$ cat src/rtl/mac_serial_pkg.sv
// rtl/mac_serial_pkg.sv - shared state encoding and helpers for the serial MAC
package mac_serial_pkg;

   typedef enum logic [1:0] {
      IDLE  = 2'd0,
      LOAD  = 2'd1,
      CALC  = 2'd2,
      SHIFT = 2'd3
   } state_t;

   // Smallest bit width able to hold values 0..value-1.
   function automatic int clog2(input int value);
      int r;
      r = 0;
      while ((1 << r) < value) r++;
      return r;
   endfunction

endpackage

$ cat src/rtl/mac_serial_acc_if.sv
// rtl/mac_serial_acc_if.sv - serial operand/result bus of the serial MAC
interface mac_serial_acc_if;
   logic START;
   logic ACCUM;
   logic A;
   logic B;
   logic C;
   logic READY;
   logic O;
   logic O_VALID;
   logic END;
   logic OVF;

   modport master (
      output START, ACCUM, A, B, C,
      input  READY, O, O_VALID, END, OVF
   );

   modport slave (
      input  START, ACCUM, A, B, C,
      output READY, O, O_VALID, END, OVF
   );
endinterface

$ cat src/rtl/mac_ser_shift.sv
// rtl/mac_ser_shift.sv - parallel-in serial-out register with a registered output bit
module mac_ser_shift #(
   parameter int N = 8
) (
   input  logic         clk,
   input  logic         rst,
   input  logic         load,
   input  logic         shift,
   input  logic [N-1:0] par_data,
   output logic         ser_bit
);
   logic [N-1:0] data;

   // Load a word, then hand out one bit per shift, LSB first.
   always_ff @(posedge clk) begin
      if (rst) begin
         data    <= '0;
         ser_bit <= 1'b0;
      end else if (load) begin
         data    <= par_data;
         ser_bit <= 1'b0;
      end else if (shift) begin
         ser_bit <= data[0];
         data    <= {1'b0, data[N-1:1]};
      end
   end
endmodule

$ cat src/rtl/mac_serial_acc.sv
// rtl/mac_serial_acc.sv - bit-serial multiply-accumulate with accumulate mode and overflow flag
module mac_serial_acc
   import mac_serial_pkg::*;
#(
   parameter int W      = 4,
   parameter int OW     = 2 * W,
   parameter int SIGNED = 0
) (
   input  logic            CLK,
   input  logic            RST,
   mac_serial_acc_if.slave bus
);
   localparam int CW = clog2(OW + 1);

   state_t          state;
   state_t          state_nxt;
   logic [CW-1:0]   cnt;
   logic [W-1:0]    a_q;
   logic [W-1:0]    b_q;
   logic [OW-1:0]   c_q;
   logic [OW-1:0]   acc_q;
   logic            accum_q;
   logic            ovf_q;
   logic            valid_q;
   logic            end_q;
   logic            load_sr;
   logic            shift_sr;
   logic            sout;
   logic [OW-1:0]   addend;
   logic [OW:0]     a_ext;
   logic [OW:0]     b_ext;
   logic [OW:0]     add_ext;
   logic [OW:0]     full;
   logic            ovf_calc;

   // State register.
   always_ff @(posedge CLK) begin
      if (RST) state <= IDLE;
      else     state <= state_nxt;
   end

   // Next state and serialiser control. SHIFT spends one extra cycle because
   // the output bit is registered inside the serialiser.
   always_comb begin
      state_nxt = state;
      load_sr   = 1'b0;
      shift_sr  = 1'b0;
      case (state)
         IDLE:  if (bus.START) state_nxt = LOAD;
         LOAD:  if (cnt == CW'(OW - 1)) state_nxt = CALC;
         CALC: begin
            load_sr   = 1'b1;
            state_nxt = SHIFT;
         end
         SHIFT: begin
            if (cnt == CW'(OW)) state_nxt = IDLE;
            else                shift_sr  = 1'b1;
         end
         default: state_nxt = IDLE;
      endcase
   end

   // Full-precision result in OW+1 bits; signed overflow means the top two bits disagree.
   always_comb begin
      addend   = accum_q ? acc_q : c_q;
      a_ext    = (SIGNED != 0) ? {{(OW + 1 - W){a_q[W-1]}}, a_q} : {{(OW + 1 - W){1'b0}}, a_q};
      b_ext    = (SIGNED != 0) ? {{(OW + 1 - W){b_q[W-1]}}, b_q} : {{(OW + 1 - W){1'b0}}, b_q};
      add_ext  = (SIGNED != 0) ? {addend[OW-1], addend} : {1'b0, addend};
      full     = a_ext * b_ext + add_ext;
      ovf_calc = (SIGNED != 0) ? (full[OW] != full[OW-1]) : full[OW];
   end

   // Operand capture (LSB first, shifted in from the top), bit counter, accumulator and flags.
   always_ff @(posedge CLK) begin
      if (RST) begin
         cnt     <= '0;
         a_q     <= '0;
         b_q     <= '0;
         c_q     <= '0;
         acc_q   <= '0;
         accum_q <= 1'b0;
         ovf_q   <= 1'b0;
         valid_q <= 1'b0;
         end_q   <= 1'b0;
      end else begin
         valid_q <= shift_sr;
         end_q   <= shift_sr && (cnt == CW'(OW - 1));
         case (state)
            IDLE: begin
               if (bus.START) begin
                  accum_q <= bus.ACCUM;
                  a_q     <= {bus.A, a_q[W-1:1]};
                  b_q     <= {bus.B, b_q[W-1:1]};
                  c_q     <= {bus.C, c_q[OW-1:1]};
                  cnt     <= CW'(1);
               end
            end
            LOAD: begin
               if (cnt < CW'(W)) begin
                  a_q <= {bus.A, a_q[W-1:1]};
                  b_q <= {bus.B, b_q[W-1:1]};
               end
               c_q <= {bus.C, c_q[OW-1:1]};
               cnt <= cnt + CW'(1);
            end
            CALC: begin
               acc_q <= full[OW-1:0];
               ovf_q <= ovf_calc;
               cnt   <= '0;
            end
            SHIFT: begin
               cnt <= (cnt == CW'(OW)) ? '0 : cnt + CW'(1);
            end
            default: cnt <= '0;
         endcase
      end
   end

   mac_ser_shift #(.N(OW)) u_shift (
      .clk      (CLK),
      .rst      (RST),
      .load     (load_sr),
      .shift    (shift_sr),
      .par_data (full[OW-1:0]),
      .ser_bit  (sout)
   );

   assign bus.READY   = (state == IDLE);
   assign bus.O       = sout & valid_q;
   assign bus.O_VALID = valid_q;
   assign bus.END     = end_q;
   assign bus.OVF     = ovf_q & valid_q;

endmodule

$ cat src/flat_wrapper.sv
// flat-port wrapper written by rule: the top's interface ports become plain ports
module mac_serial_acc_flat import mac_serial_pkg::*;
#(
   parameter int W      = 4,
   parameter int OW     = 2 * W,
   parameter int SIGNED = 0
)
  (CLK, RST, bus_START, bus_ACCUM, bus_A, bus_B, bus_C, bus_READY, bus_O, bus_O_VALID, bus_END, bus_OVF);
  mac_serial_acc_if bus_i ();
  input  logic CLK;
  input  logic RST;
  input wire logic [$bits(bus_i.START)-1:0] bus_START;
  input wire logic [$bits(bus_i.ACCUM)-1:0] bus_ACCUM;
  input wire logic [$bits(bus_i.A)-1:0] bus_A;
  input wire logic [$bits(bus_i.B)-1:0] bus_B;
  input wire logic [$bits(bus_i.C)-1:0] bus_C;
  output wire logic [$bits(bus_i.READY)-1:0] bus_READY;
  output wire logic [$bits(bus_i.O)-1:0] bus_O;
  output wire logic [$bits(bus_i.O_VALID)-1:0] bus_O_VALID;
  output wire logic [$bits(bus_i.END)-1:0] bus_END;
  output wire logic [$bits(bus_i.OVF)-1:0] bus_OVF;
  assign bus_i.START = bus_START;
  assign bus_i.ACCUM = bus_ACCUM;
  assign bus_i.A = bus_A;
  assign bus_i.B = bus_B;
  assign bus_i.C = bus_C;
  assign bus_READY = bus_i.READY;
  assign bus_O = bus_i.O;
  assign bus_O_VALID = bus_i.O_VALID;
  assign bus_END = bus_i.END;
  assign bus_OVF = bus_i.OVF;
  mac_serial_acc #(.W(W), .OW(OW), .SIGNED(SIGNED)) u_core (.CLK(CLK), .RST(RST), .bus(bus_i));
endmodule
$ cat config.mk
export PLATFORM = sky130hd
export DESIGN_NAME = mac_serial_acc_flat
export DESIGN_NICKNAME = d
export VERILOG_FILES = /design/src/rtl/mac_serial_pkg.sv /design/src/rtl/mac_serial_acc_if.sv /design/src/rtl/mac_ser_shift.sv /design/src/rtl/mac_serial_acc.sv /design/src/flat_wrapper.sv
export SDC_FILE = /design/constraint.sdc
export NUM_CORES = 1
export LEC_CHECK = 0
export CAP_MARGIN = 20
export CORE_MARGIN = 2
export CORE_UTILIZATION = 60
export DETAILED_ROUTE_END_ITERATION = 10
export PLACE_DENSITY = 0.79
export SYNTH_ARGS = -nofsm -noshare
export SYNTH_HDL_FRONTEND = slang
export SYNTH_SLANG_ARGS = --single-unit
$ cat constraint.sdc
create_clock -name CLK -period 4.3 [get_ports CLK]
set_input_delay 0.645 -clock CLK [delete_from_list [all_inputs] [get_ports CLK]]
set_output_delay 0.645 -clock CLK [all_outputs]
set_load 0.005 [all_outputs]
==> out/results.ini <==
[place]
routabilityCongestion=0.802
placed_area_mm2=0.00273
dp_hpwl_um=3970
port_buffers=11

[sta]
timing_max_transition_violations_final=0
skew_ns=0.00591
grt_setup_unrepaired=false
hold_violations=0
max_freq_mhz=267
worst_slew_pin_slew_ns=0.863
finalCriticalPeriod_ns=3.75
relative_slew_slack=0.424
finalSetupViolCount=0
period_share=0.872
sum_neg_setup_slack_ns=0

[power]
switching_share=0.360
share_clk_of_total_power=0.242
power_per_cell_area_mw_per_mm2=375
static-leakage-power_nw=1.17
combPwrFrac=0.304
p_switching_mw=0.380
internal_power_mw=0.677
seq_pwr_share=0.454
total_power_mw=1.06
peakVddDrop_v=0.000286

[detailed_routing]
dr_wl_met2_um=2590
antenna_violating_nets_post_route=0
drt-pass1-iter-count=5
detail_route.wirelength.met1_um=2540
drt_iter0_markers=107
finalWirelength_um=5320
drt-vias-per-instance=5.62
routed_wire_length_per_instance_um=14.6
top_signal_layer_used=met4
met3_wirelength_um=107
remaining_drc_errors=0
num_vias=2047

[cts]
clock-sinks=43
worstSkewPairLatency_ns=0.30
clk_transition_reported_paths_ns=0.08
cts_inserted_buffers=5
cts.root.buffer_cell=sky130_fd_sc_hd__clkbuf_8
cts.htree.levels=2
tritoncts_clock_tree=yes
cts.path.max_buffers=2
cts_setup_buffers=0
hold_buffers=0
post_cts.resized_instances=0

[grt]
grt_pass1_vias=2084
antenna_found_initial=0
largest_net_degree_at_the_start_of_global_routing=29
global_route.overflow_total=0
globalRouteTotalUtil=0.235
grt_pass1_wl_um=9180

[synth]
synth_area_per_cell_um2=8.49
ys_ff_latch=43
flip_flop_cell_with_the_highest_count_after_synthesis=sky130_fd_sc_hd__dfxtp_1
yosysSeqAreaShare=0.331
syn-num-nets=345
synth_enable_flop_cells=0
synthesis.area_mm2=0.00260
netlist_instances=306
post_synth_num_cell_types=39
ys_async_sr_fraction=0
yosys_warnings=0

[die]
die_w_um=69.8
die_span_y_um=69.8
placeableCoreArea_mm2=0.00409
start_util=0.636
die_area_mm2=0.00487
rows=23
floorplan.io_pins=12

[layout]
finalCoreUtilization=0.691
area.sequential_um2=861
multi_input_comb_area_mm2=0.00159
design_area_mm2=0.00282
count_of_antenna_diodes_in_the_layout=0
layout.nets=352
layout.cells.most_common=sky130_fd_sc_hd__nand2_1
fill_cells=342
area_growth_syn_to_layout_pct=8.62
final_cell_mix=sky130_fd_sc_hd__nand2_1, sky130_fd_sc_hd__dfxtp_1, sky130_fd_sc_hd__a21oi_1
layout-drive-gt1-share=0.0541

[run_status]
status=complete, no violations

[critical_path]
end_kind=register
timing.critical_path.from_type=register
path_common_cell=sky130_fd_sc_hd__fa_1
crit_path_cell_trace=nand2_1 -> fa_1 -> fa_1 -> fa_1 -> inv_1 -> ha_1 -> nor2b_4 -> o31a_1 -> o21a_1 -> or3_1 -> a32o_1
required_ns=4.50
critical_path_peak_fanout=6
arrival_ns=3.95
criticalPathCategory=reg2reg
worst_path_largest_cell_delay_ns=0.54
crit_slowest_cell=sky130_fd_sc_hd__fa_1

[flow_run]
max-cap-violations=0

[min_path]
worstHoldPathType=reg2reg

state kept, by name (all words and copies together), names as in the netlist:
name and flops:
u_core.bus.END 1, u_core.cnt 4, u_core.u_shift.ser_bit 1, u_core.a_q 4, u_core.ovf_q 1, u_core.acc_q 8, u_core.u_shift.data 8, u_core.accum_q 1
u_core.c_q 8, u_core.bus.O_VALID 1, u_core.state 2, u_core.b_q 4
final timing paths:
kind / start / to / slack, ns / cells past startpoint
worst min register to register: u_core.acc_q[2] / u_core.acc_q[2] / 0.48 / 1
worst max register to register: u_core.b_q[3] / u_core.acc_q[7] / 0.55 / 11
worst min-delay path: u_core.acc_q[2] / u_core.acc_q[2] / 0.48 / 1
worst max-delay path: u_core.b_q[3] / u_core.acc_q[7] / 0.55 / 11
layer usage:
metal,GRT usage,up-vias
met5,0,-
met1,0.301,973
li1,-,1046
met2,0.393,19
met4,0.0876,0
met3,0.0436,9
power groups by stage:
stage | Combinational (mW) | Clock [mW] | Sequential (mW)
2_1_floorplan | 0.254 | 0 | 0.470
3_3_place_gp | 0.313 | 0 | 0.485
3_5_place_dp | 0.320 | 0 | 0.488
4_1_cts | 0.321 | 0.261 | 0.479
5_1_grt | 0.366 | 0.273 | 0.485
6_report | 0.322 | 0.256 | 0.480
stage by stage:
stage                     hold WS, ns  instances  worst slack (ns)
after detailed placement        0.451        356             0.577
after floorplan                 0.422        306             0.725
after global placement          0.439        356             0.641
after CTS                       0.480        364             0.568
after global routing            0.505        364             0.419
final                           0.482        364             0.551
cell families after synthesis:
family	share of synthesized area
simple gates	0.203
compound gates	0.163
flops	0.331
buf+inv	0.0563
fa+ha+maj	0.180
mux	0.0597
xor+xnor	0.00674
synth_stat cells (all sizes together), types with 8 or more instances:
cell    count  area, um2
dfxtp      43        861
o21a       12       90.1
nand2      44        165
o21ai       8       40.0
nor2       15       56.3
fa          9        180
clkbuf      9       33.8
inv        25       93.8
nand3      12       60.1
ha         23        288
and2       15       93.8
a21oi      29        145
mux2i      11        110
cell type report:
type / instances / area share
repair buffers: 13 / 0.0443
inverters: 25 / 0.0332
clock buffers: 5 / 0.0244
flip-flops and latches: 43 / 0.305
clock inverters: 3 / 0.00709
well taps: 50 / 0.0222
multi-input cells: 225 / 0.564
worst max-delay path, delay by kind of cell, from the launching register on:
family | cells | cell delay, ns
AOI/OAI and AO/OA | 3 | 0.70
adders and majority gates | 4 | 1.92
DFF | 1 | 0.40
buffers and inverters | 1 | 0.04
and+or+nand+nor | 3 | 0.58
Power figures use the tool's default switching activity.
